File: src/rtl/usr_pkg.sv
// Shared definitions for the universal shift register.
// Holds the 2-bit mode encoding used by the top level and by every stage.
package usr_pkg;

    // Operating mode presented on the mode port.
    typedef enum logic [1:0] {
        MODE_HOLD = 2'b00,  // keep contents
        MODE_SHR  = 2'b01,  // shift toward high index, sin_lo enters stage 0
        MODE_SHL  = 2'b10,  // shift toward low index, sin_hi enters stage DEPTH-1
        MODE_LOAD = 2'b11   // parallel load from pdata
    } usr_mode_t;

endpackage

File: src/rtl/usr_stage.sv
// One WIDTH-bit storage stage of the universal shift register.
// A 4:1 next-value mux picks hold / value from the lower-index neighbour (SHR) /
// value from the higher-index neighbour (SHL) / parallel load data.
// Clear is synchronous and active-low, and it overrides the selected mode.
import usr_pkg::*;

module usr_stage #(
    parameter int WIDTH = 4
) (
    input  logic             clk_i,
    input  logic             clr_i,
    input  usr_mode_t        sel_i,
    input  logic [WIDTH-1:0] right_i,  // taken on SHR (neighbour at index-1 or serial-in)
    input  logic [WIDTH-1:0] left_i,   // taken on SHL (neighbour at index+1 or serial-in)
    input  logic [WIDTH-1:0] load_i,   // taken on LOAD
    output logic [WIDTH-1:0] q_o
);

    logic [WIDTH-1:0] data_q;
    logic [WIDTH-1:0] data_d;

    // Next-value mux; hold is the default so an unexpected select cannot corrupt data.
    always_comb begin
        data_d = data_q;
        unique case (sel_i)
            MODE_HOLD: data_d = data_q;
            MODE_SHR:  data_d = right_i;
            MODE_SHL:  data_d = left_i;
            MODE_LOAD: data_d = load_i;
            default:   data_d = data_q;
        endcase
    end

    // Stage register with synchronous active-low clear.
    always_ff @(posedge clk_i) begin
        if (!clr_i) begin
            data_q <= '0;
        end else begin
            data_q <= data_d;
        end
    end

    assign q_o = data_q;

endmodule

File: src/rtl/universal_shift_reg.sv
// Universal shift register: DEPTH stages of WIDTH bits with hold, shift right
// (toward high index), shift left (toward low index) and parallel load.
// A fill counter tracks how many stages hold valid data; full is registered
// with it so the two never disagree.
// Optional feature: define USR_ROTATE_EN to add the rot input, which turns
// shifts into rotations (serial inputs ignored, fill unchanged).
// All outputs come straight from registers.
import usr_pkg::*;

module universal_shift_reg #(
    parameter int WIDTH = 4,
    parameter int DEPTH = 4
) (
    input  logic                       clk,
    input  logic                       clr,
    input  logic                       en,
    input  logic [1:0]                 mode,
`ifdef USR_ROTATE_EN
    input  logic                       rot,
`endif
    input  logic [WIDTH-1:0]           sin_lo,
    input  logic [WIDTH-1:0]           sin_hi,
    input  logic [DEPTH*WIDTH-1:0]     pdata,
    output logic [DEPTH*WIDTH-1:0]     pout,
    output logic [WIDTH-1:0]           sout_hi,
    output logic [WIDTH-1:0]           sout_lo,
    output logic [$clog2(DEPTH+1)-1:0] fill,
    output logic                       full
);

    localparam int FW = $clog2(DEPTH+1);
    localparam logic [FW-1:0] FILL_MAX = FW'(DEPTH);

    // Effective operation: a disabled register behaves exactly like HOLD.
    usr_mode_t op;
    assign op = en ? usr_mode_t'(mode) : MODE_HOLD;

    // Concatenated stage outputs, stage i at [i*WIDTH +: WIDTH].
    logic [DEPTH*WIDTH-1:0] stages;

    // Serial data entering the end stages, and whether a shift counts toward fill.
    logic [WIDTH-1:0] ser_lo;
    logic [WIDTH-1:0] ser_hi;
    logic             shift_fills;

`ifdef USR_ROTATE_EN
    // Rotation wraps the far end stage around instead of taking serial data.
    assign ser_lo      = rot ? stages[(DEPTH-1)*WIDTH +: WIDTH] : sin_lo;
    assign ser_hi      = rot ? stages[0 +: WIDTH] : sin_hi;
    assign shift_fills = ~rot;
`else
    assign ser_lo      = sin_lo;
    assign ser_hi      = sin_hi;
    assign shift_fills = 1'b1;
`endif

    // One stage per index; neighbours are wired so all stages update concurrently.
    for (genvar i = 0; i < DEPTH; i++) begin : g_stage
        logic [WIDTH-1:0] right_src;
        logic [WIDTH-1:0] left_src;

        if (i == 0) begin : g_lo_end
            assign right_src = ser_lo;
        end else begin : g_lo_mid
            assign right_src = stages[(i-1)*WIDTH +: WIDTH];
        end

        if (i == DEPTH-1) begin : g_hi_end
            assign left_src = ser_hi;
        end else begin : g_hi_mid
            assign left_src = stages[(i+1)*WIDTH +: WIDTH];
        end

        usr_stage #(.WIDTH(WIDTH)) u_stage (
            .clk_i   (clk),
            .clr_i   (clr),
            .sel_i   (op),
            .right_i (right_src),
            .left_i  (left_src),
            .load_i  (pdata[i*WIDTH +: WIDTH]),
            .q_o     (stages[i*WIDTH +: WIDTH])
        );
    end

    logic [FW-1:0] fill_q;
    logic [FW-1:0] fill_d;
    logic          full_q;
    logic          full_d;

    // Fill bookkeeping: shifts count up and saturate, load fills every stage.
    always_comb begin
        fill_d = fill_q;
        unique case (op)
            MODE_SHR, MODE_SHL: begin
                if (shift_fills && (fill_q != FILL_MAX)) begin
                    fill_d = fill_q + FW'(1);
                end
            end
            MODE_LOAD: fill_d = FILL_MAX;
            default:   fill_d = fill_q;
        endcase
        full_d = (fill_d == FILL_MAX);
    end

    // Fill and full registers, cleared together with the stages.
    always_ff @(posedge clk) begin
        if (!clr) begin
            fill_q <= '0;
            full_q <= 1'b0;
        end else begin
            fill_q <= fill_d;
            full_q <= full_d;
        end
    end

    assign pout    = stages;
    assign sout_hi = stages[(DEPTH-1)*WIDTH +: WIDTH];
    assign sout_lo = stages[0 +: WIDTH];
    assign fill    = fill_q;
    assign full    = full_q;

endmodule

File: config.mk
export PLATFORM = sky130hd
export DESIGN_NAME = universal_shift_reg
export DESIGN_NICKNAME = d
export VERILOG_FILES = /design/src/rtl/usr_pkg.sv /design/src/rtl/usr_stage.sv /design/src/rtl/universal_shift_reg.sv
export SDC_FILE = /design/constraint.sdc
export NUM_CORES = 1
export LEC_CHECK = 0
export BUFFER_PORTS_ARGS = -buffer_cell sky130_fd_sc_hd__buf_4
export CAP_MARGIN = 10
export CORE_AREA = 2 2 65 67
export CTS_CLUSTER_DIAMETER = 120
export CTS_CLUSTER_SIZE = 20
export DETAILED_ROUTE_END_ITERATION = 12
export DIE_AREA = 0 0 67 69
export PLACE_DENSITY = 0.62
export SLEW_MARGIN = 15
export SYNTH_ARGS = -nofsm -noshare
export SYNTH_HDL_FRONTEND = slang
export SYNTH_SLANG_ARGS = --single-unit
File: constraint.sdc
create_clock -name clk -period 1.71 [get_ports clk]
set_clock_uncertainty 0.2 [all_clocks]
set_input_delay 0 -clock clk [delete_from_list [all_inputs] [get_ports clk]]
set_output_delay 0 -clock clk [all_outputs]
set_load 0.05 [all_outputs]
# Word level (Yosys, flattened, before mapping)
# Index checks and enable logic that the tools add are counted.
# op_classes
n_addsub	1
eq_ne	5
n_mux	7
reduce_logical	2
# op_table
cell	count
$pmux 4 s3	4
$pmux 3 s2	1
$eq 2x2->1 const B	2
$add 3x1->3 const B	1
$eq 3x3->1 const B	1
$mux 3	1
$ne 3x3->1 const B	1
$eq 2x1->1 const B	1
$logic_not 2->1	1
$mux 2	1
$reduce_or 2->1	1
# word_totals
regBits	20
in_bits	29
out_inout_bits	28
wordCells	21

# Depth between registers and ports, before layout
# Gate-level depths: netlist of the first run.
# logic_depth
ltp_word	5
mapped_depth	10

# Cells and area by module
# A second synthesis of the first run with hierarchy kept.
# unflattened
cells_unflattened	115
area_unflattened_um2	1143.6
# modules_own_cells
module	instances	cells_each	area_each_um2
usr_stage	4	19	206.4
universal_shift_reg	1	39	317.8

# Worst setup path before layout of the first run
# No wires, ideal clock.
# synth_timing
path_type	register -> register
startpoint	register fill_q[0] (netlist: fill[0])
endpoint	register full_q (netlist: full)
arrival_ns	1.550
t_required_ns	1.418
path_slack_ns	-0.132
path_stages_with_launch	6
n_path_buf	0
synth_period_minus_slack_ns	1.842
cell_sequence	dfxtp_1 -> inv_1 -> ha_1 -> a31o_2 -> a32o_1 -> nor4_1
# synth_via
elab_chain_len	4
# synth_lines
item	line_no	text
from (decl)	universal_shift_reg.sv:85	logic [FW-1:0] fill_q;
from (signal assigned)	universal_shift_reg.sv:111	fill_q <= fill_d;
$add 3x1->3 or $ne 3x3->1 (tied branches)	universal_shift_reg.sv:96, universal_shift_reg.sv:95	
$mux 3	universal_shift_reg.sv:95	if (shift_fills && (fill_q != FILL_MAX)) begin
$pmux 3 s2 (*)	universal_shift_reg.sv:93	unique case (op)
$eq 3x3->1 (*)	universal_shift_reg.sv:102	full_d = (fill_d == FILL_MAX);
to (signal assigned)	universal_shift_reg.sv:112	full_q <= full_d;
to (decl)	universal_shift_reg.sv:87	logic full_q;
# Every way passes the cells marked *; elsewhere a longest branch is shown, timed or not.
# A chain may end at the register's enable or synchronous reset.

# Worst setup path in the final report of the first run
# Same ends and word-level chain as after synthesis.

==> reports/results.tsv, run 1 <==
stage	metric	value	unit
status	run_status	completed	
logic_synthesis	syn_inst	149	
sta	rsz0062_at_grt	no	
run	cap_violations	0	
hold_path	min_path_type	in -> reg	
place	placed_area	1700	µm²
global_route	grt_pass1_vias	1291	
clock_network	clk_latency	0.26	ns
critical_path	ff2ff_path_depth	5	
sta	final_hold_viol_count	0	
sta	worst_pin_slew	0.3191	ns
floorplan	fp.dieH	69	µm
finish	stdcell_count	251	
drt	via_count	1281	
drt	drtPass1Iterations	4	
critical_path	cp_data_arrival_time	1.55	ns
clock_network	cts.path.max_buffers	2	
clock_network	cts_max_level	1	
critical_path	crit_start	fill[0]	
global_route	grt_use_total	0.1609	
finish	layout.nets	237	
sta	hold_ws	0.03145	ns
sta	slew_headroom	0.7850	
drt	final_antenna_net_count	0	
power	p_sw_frac	0.3404	
place	pre_cts_ws	0.08932	ns
logic_synthesis	avgSynthCellArea	8.859	µm²
floorplan	dieArea	4623	µm²
drt	vias_per_cell	5.104	
critical_path	critPathMaxFanout	5	
sta	drv_slew	0	
power	peakVddDrop	411.6	µV
logic_synthesis	synth_nets	184	
sta	timing.fmax	632.7	MHz
clock_network	cts_root_buf	clkbuf_8	
drt	drc	0	
drt	drt-initial-drc-count	77	
critical_path	crit_type	reg -> reg	
floorplan	die_w	67	µm
clock_network	clk_pin_slew	0.08	ns
drt	wl	3.634	mm
logic_synthesis	syn_area	1320	µm²
sta	fin_setup_tns	0	ns
sta	finalCriticalPeriod	1.581	ns
power	p_int	0.8713	mW
critical_path	startpoint_type	flop	
finish	antenna_cells	0	
clock_network	numCtsBuffers	3	
clock_network	cts_tree	built	
floorplan	io_pins	57	
power	pwr_density_cell	727.1	nW/µm²
finish	multi_input_area	744.5	µm²
drt	wl_per_cell	14.48	µm
logic_synthesis	ys_seq_area_frac	0.3033	
global_route	grt_max_degree	20	
floorplan	start_util	0.3373	
critical_path	r2r_slack	0.13	ns
logic_synthesis	yosys_warnings	0	
sta	worst_slack	0.1294	ns
critical_path	critical_path_required	1.68	ns
power	clock_power_share	0.276	
power	power_frac_comb	0.329	
finish	design_area	1817	µm²
critical_path	endpoint_kind	flop	
power	p_leak	0.7697	nW
sta	finalSetupViolations	0	
critical_path	worstReg2RegStart	fill[0]	
power	power	1.321	mW
logic_synthesis	ys_ff_latch	20	
hold_path	hp-start	pdata[3]	
power	seqPwrFrac	0.395	
sta	fin_crit_sh	0.9243	
place	gp_congestion	0.7202	
place	port_buffers	56	
place	dp_hpwl	2.647	mm
finish	fillers	395	
power	p_switching	0.4497	mW
critical_path	rr_endpoint	full	
finish	seqCellArea	402.9	µm²
critical_path	setup.worst_path.end	full	
logic_synthesis	synthDistinctLibCells	24	
finish	fin_util	0.4642	
clock_network	post_cts_buffers	0	
global_route	grt_pass1_wl	6.009	mm
finish	drive_above_1_share	0.4179	
floorplan	core-area	3914	µm²
floorplan	fp-row-count	23	
place	dpl.cell_count	242	
global_route	antenna_found_initial	0	
global_route	grt_overflow_total	0	
finish	synthToLayoutAreaGrowth	37.63	%
clock_network	clock_sinks	20	
## synthesized netlist by cell type
| master | number | area, µm² |
|---|---|---|
| a21oi_1 | 16 | 80.08 |
| nand3b_1 | 1 | 7.510 |
| o21ai_0 | 2 | 10.01 |
| a32o_1 | 1 | 10.01 |
| nor4_1 | 1 | 6.260 |
| a21boi_2 | 9 | 101.4 |
| a21boi_1 | 5 | 37.54 |
| o21a_1 | 1 | 7.510 |
| a22oi_1 | 16 | 120.1 |
| a211o_1 | 16 | 140.1 |
| a31o_2 | 1 | 8.760 |
| a211oi_1 | 1 | 7.510 |
| a21boi_0 | 2 | 15.01 |
| buf_4 | 11 | 82.58 |
| dfxtp_1 | 20 | 400.4 |
| and2_1 | 2 | 12.51 |
| ha_1 | 6 | 75.07 |
| buf_6 | 6 | 67.56 |
| inv_1 | 4 | 15.01 |
| nand2_4 | 1 | 11.26 |
| nor2_1 | 2 | 7.510 |
| clkbuf_1 | 4 | 15.01 |
| nand2_1 | 20 | 75.07 |
| inv_4 | 1 | 6.260 |
## routing by layer
metal / vias up / part of all wire / global-route usage
li1: 643 / - / -
met1: 602 / 0.46 / 0.2159
met2: 34 / 0.48 / 0.2574
met3: 2 / 0.050 / 0.02610
met4: 0 / 0.0066 / 0.05442
met5: - / 0 / 0
## power groups by stage
stage,sequential (mW),clock (mW),combinational (mW)
floorplan,0.618,0,0.210
CTS,0.521,0.375,0.432
finish,0.521,0.365,0.435
global placement,0.531,0,0.415
global route,0.527,0.399,0.464
detailed placement,0.532,0,0.422
## worst min-delay path by stage
stage / depth (start not counted) / end / slack (ns)
floorplan: 1 / g_stage[0].u_stage.q_o[2] / -0.05
global placement: 2 / g_stage[1].u_stage.q_o[1] / 0.17
finish: 4 / g_stage[0].u_stage.q_o[3] / 0.03
detailed placement: 2 / g_stage[1].u_stage.q_o[1] / 0.17
global route: 4 / g_stage[0].u_stage.q_o[3] / 0.03
CTS: 4 / g_stage[0].u_stage.q_o[3] / 0.02
## flip-flops by register name (all words and copies together) (netlist names)
| register | flops |
|---|---|
| g_stage.u_stage.q_o | 16 |
| fill | 3 |
| full | 1 |
## cell families after synthesis
family / after synthesis / share of synthesized area
AND/OR/NAND/NOR: 27 / 0.09100
flip-flops: 20 / 0.3033
AO/OA/AOI/OAI: 70 / 0.4076
buffers and inverters: 26 / 0.1412
adder cells (fa/ha/maj): 6 / 0.05687
## what timing repair did
item / 4_1_cts / 5_1_grt
endpoints found under the hold margin: 20 / 0
endpoints found under the setup margin: 0 / 1
hold buffers: 5 / 0
gates resized for setup: 0 / 2
## worst max-delay path, cell delays in order (launching register included)
cell and delay (ns):
dfxtp_2 0.37, inv_1 0.05, ha_1 0.22, a31o_2 0.21, a32o_1 0.22, nor4_2 0.22
## placed cells by master, fill, tap and decap left out
cell type / Yosys / final
nand2_4: 1 / 1
nand2_1: 20 / 20
a21oi_1: 16 / 16
a32o_1: 1 / 1
a211o_1: 16 / 16
a21boi_0: 2 / 2
dfxtp_2: 0 / 2
a21boi_1: 5 / 5
a211oi_2: 0 / 1
buf_4: 11 / 64
nor4_2: 0 / 1
inv_4: 1 / 1
and2_1: 2 / 2
o21ai_0: 2 / 2
ha_1: 6 / 6
nor2_1: 2 / 2
a31o_2: 1 / 1
dfxtp_1: 20 / 18
clkbuf_8: 0 / 4
inv_1: 4 / 4
o21a_1: 1 / 1
a21boi_2: 9 / 9
dlygate4sd3_1: 0 / 5
nand3b_1: 1 / 1
a22oi_1: 16 / 16
## area by class of cell
| cell class | instances | share of cell area |
|---|---|---|
| Clock buffer | 4 | 0.03030 |
| Inverter | 5 | 0.01171 |
| Timing Repair Buffer | 69 | 0.2920 |
| Tap cell | 50 | 0.03444 |
| Multi-Input combinational cell | 103 | 0.4098 |
| Sequential cell | 20 | 0.2218 |
Note: power is estimated with default switching activity, not from simulation.
==> run 2, diff against run 1 <==
CORE_AREA = 2 2 61 63   (was 2 2 65 67)
DIE_AREA = 0 0 63 65   (was 0 0 67 69)
PLACE_DENSITY = 0.64   (was 0.62)
SYNTH_HIERARCHICAL = 1   (was unset)
==> run 2 against run 1 <==
Effect of this change:
- worst hold slack improved by 0.071 ns
- combinational power fell by 5.7%
- flip-flop and latch count did not move
- clock-buffer cell count fell by 1
- wire length fell by 10%
- synthesized area fell by 13%
- design area rose by 5.9%
- critical path depth did not move
- highest routed layer unchanged
==> reports/results.tsv, run 2 <==
stage	metric	value	unit
critical_path	r2r_slack	0.12	ns
critical_path	rr_endpoint	full	
drt	wl_per_cell	13.33	µm
logic_synthesis	synth_top_flop_cell	dfxtp_1	
global_route	grt_overflow_total	0	
floorplan	dieArea	4095	µm²
clock_network	cts_resized	0	
finish	synthToLayoutAreaGrowth	68.27	%
power	pwr_density_cell	681.0	nW/µm²
sta	timing.fmax	629.8	MHz
global_route	grt_max_degree	33	
place	gp_congestion	0.7633	
global_route	grt_pass1_vias	1170	
clock_network	numCtsBuffers	3	
hold_path	min_to	g_stage[3].u_stage/q_o[2]	
clock_network	post_cts_buffers	0	
critical_path	ff2ff_path_depth	5	
power	power_frac_comb	0.313	
global_route	grt_use_total	0.1626	
sta	fin_crit_sh	0.9286	
power	p_leak	0.8750	nW
global_route	grt_use_met1	0.1915	
logic_synthesis	synth.most_common_cell	mux2i_1	
logic_synthesis	ys_ff_latch	20	
logic_synthesis	synth_edf_count	0	
logic_synthesis	syn_inst	115	
clock_network	cts_hold_buf	33	
finish	final_cell_mix	buf_4, dlygate4sd3_1, mux2i_1	
floorplan	start_util	0.3271	
sta	worst_slack	0.1221	ns
drt	via_count	1140	
global_route	antenna_found_initial	0	
logic_synthesis	synth_top_area_cell	dfxtp_1	
sta	rsz0062_at_grt	no	
sta	slew_headroom	0.8046	
global_route	grtUsageMet2	0.2952	
logic_synthesis	syn_area	1144	µm²
clock_network	clock_sinks	20	
critical_path	critical_path_required	1.70	ns
logic_synthesis	yosys_warnings	6	
clock_network	clk_latency	0.30	ns
clock_network	cts_root_buf	clkbuf_4	
critical_path	cp_data_arrival_time	1.58	ns
clock_network	cts_max_level	1	
floorplan	core-area	3496	µm²
place	dp_hpwl	2.251	mm
logic_synthesis	async_flop_share	0	
critical_path	crit_type	reg -> reg	
power	p_switching	0.3947	mW
drt	vias_per_cell	4.653	
sta	drv_slew	0	
logic_synthesis	synth_nets	148	
logic_synthesis	synthDistinctLibCells	18	
logic_synthesis	synth_top_area_share	0.3501	
power	p_sw_frac	0.3012	
drt	drt-initial-drc-count	26	
sta	fin_setup_tns	0	ns
global_route	grtUsageMet3	0.03125	
finish	final_common_cell	buf_4	
place	pre_cts_ws	0.1498	ns
critical_path	endpoint_kind	flop	
critical_path	worstReg2RegStart	fill[0]	
floorplan	fp.dieH	65	µm
power	seqPwrFrac	0.392	
drt	wl	3.266	mm
logic_synthesis	synth_area_leaders	dfxtp_1, mux2i_1, o22ai_1	
critical_path	startpoint_type	flop	
logic_synthesis	synth_top_cells_by_count	mux2i_1, dfxtp_1, o22ai_1	
global_route	grt_pass1_wl	5.250	mm
finish	largest_reg_flops	16	
clock_network	clk_pin_slew	0.12	ns
clock_network	cts.path.max_buffers	2	
hold_path	worstHoldPathCells	5	
clock_network	cts_tree	built	
power	peakVddDrop	389.1	µV
floorplan	fp-row-count	22	
finish	layout.nets	231	
finish	drive_above_1_share	0.3249	
power	p_int	0.9158	mW
finish	fillers	334	
sta	worst_pin_slew	0.2914	ns
drt	drc	0	
run	cap_violations	0	
global_route	busiest_layer	met2	
drt	final_antenna_net_count	0	
sta	finalCriticalPeriod	1.588	ns
place	dpl.cell_count	208	
logic_synthesis	ys_seq_area_frac	0.3501	
logic_synthesis	avgSynthCellArea	9.944	µm²
finish	stdcell_count	245	
hold_path	min_path_type	in -> reg	
sta	final_hold_viol_count	0	
place	port_buffers	56	
critical_path	critPathMaxFanout	6	
status	run_status	completed	
finish	antenna_cells	0	
power	clock_power_share	0.295	
sta	finalSetupViolations	0	
drt	drtPass1Iterations	4	
hold_path	hp-start	mode[1]	
floorplan	io_pins	57	
floorplan	die_w	63	µm
## run 2: changes by cell type in the layout (fill, tap and decap cells not counted), moves of 16 or more
cell / change
mux2i_1: +32
dlygate4sd3_1: +28
a211o_1: -16
a21oi_1: -16
a22oi_1: -16
o22ai_1: +16
## run 2: how the worst max path moves through the flow
stage            start  endpoint  slack [ns]
3_5_place_dp   fill[0]      full        0.15
3_3_place_gp   fill[0]      full        0.25
2_1_floorplan  fill[0]      full        0.06
4_1_cts        fill[0]      full        0.12
6_report       fill[0]      full        0.12
5_1_grt        fill[0]      full        0.04
## run 2: cell families (layout without fill, tap and decap cells)
kind of cell,Yosys count,count (layout),synth area share
flip-flops,20,20,0.3501
adder cells (fa/ha/maj),4,4,0.04377
AND/OR/NAND/NOR,21,21,0.09410
buffers and inverters,17,99,0.1083
AO/OA/AOI/OAI,21,21,0.1236
multiplexers,32,32,0.2801
## run 2: area by class of cell
type / instances / area [µm²] / area share
Inverter: 5 / 18.77 / 0.009753
Sequential cell: 20 / 402.9 / 0.2094
Clock buffer: 3 / 22.52 / 0.01170
Clock inverter: 1 / 30.03 / 0.01560
Multi-Input combinational cell: 78 / 619.3 / 0.3218
Tap cell: 48 / 60.06 / 0.03121
Timing Repair Buffer: 90 / 770.7 / 0.4005
## run 2: critical path, cell delays in order (launching register included)
cell      delay [ns]
dfxtp_2         0.40
inv_1           0.06
ha_1            0.22
nand3b_1        0.18
a211oi_1        0.33
nor4_1          0.10
## run 2: layer usage
layer,up-vias,share of wire,wire (µm)
li1,578,-,-
met1,514,0.43,1405
met2,44,0.50,1643
met3,4,0.057,186
met4,0,0.0092,30
met5,-,0,0
## run 2: metrics by stage
stage               hold WS (ns)  cell area (µm²)    util  total power, mW
global placement         0.06886             1541  0.4409           0.8646
floorplan               -0.07836             1146       -           0.7633
detailed placement       0.07782             1541  0.4409           0.8759
finish                    0.1029             1924  0.5505            1.311
CTS                      0.09381             1924  0.5505            1.323
global route              0.1275             1924  0.5505            1.382
## run 2: power by group through the flow
stage	sequential (mW)	clock (mW)	combinational [mW]
floorplan	0.597	0	0.166
global placement	0.522	0	0.342
detailed placement	0.525	0	0.351
CTS	0.515	0.401	0.408
global route	0.519	0.429	0.433
finish	0.514	0.387	0.410
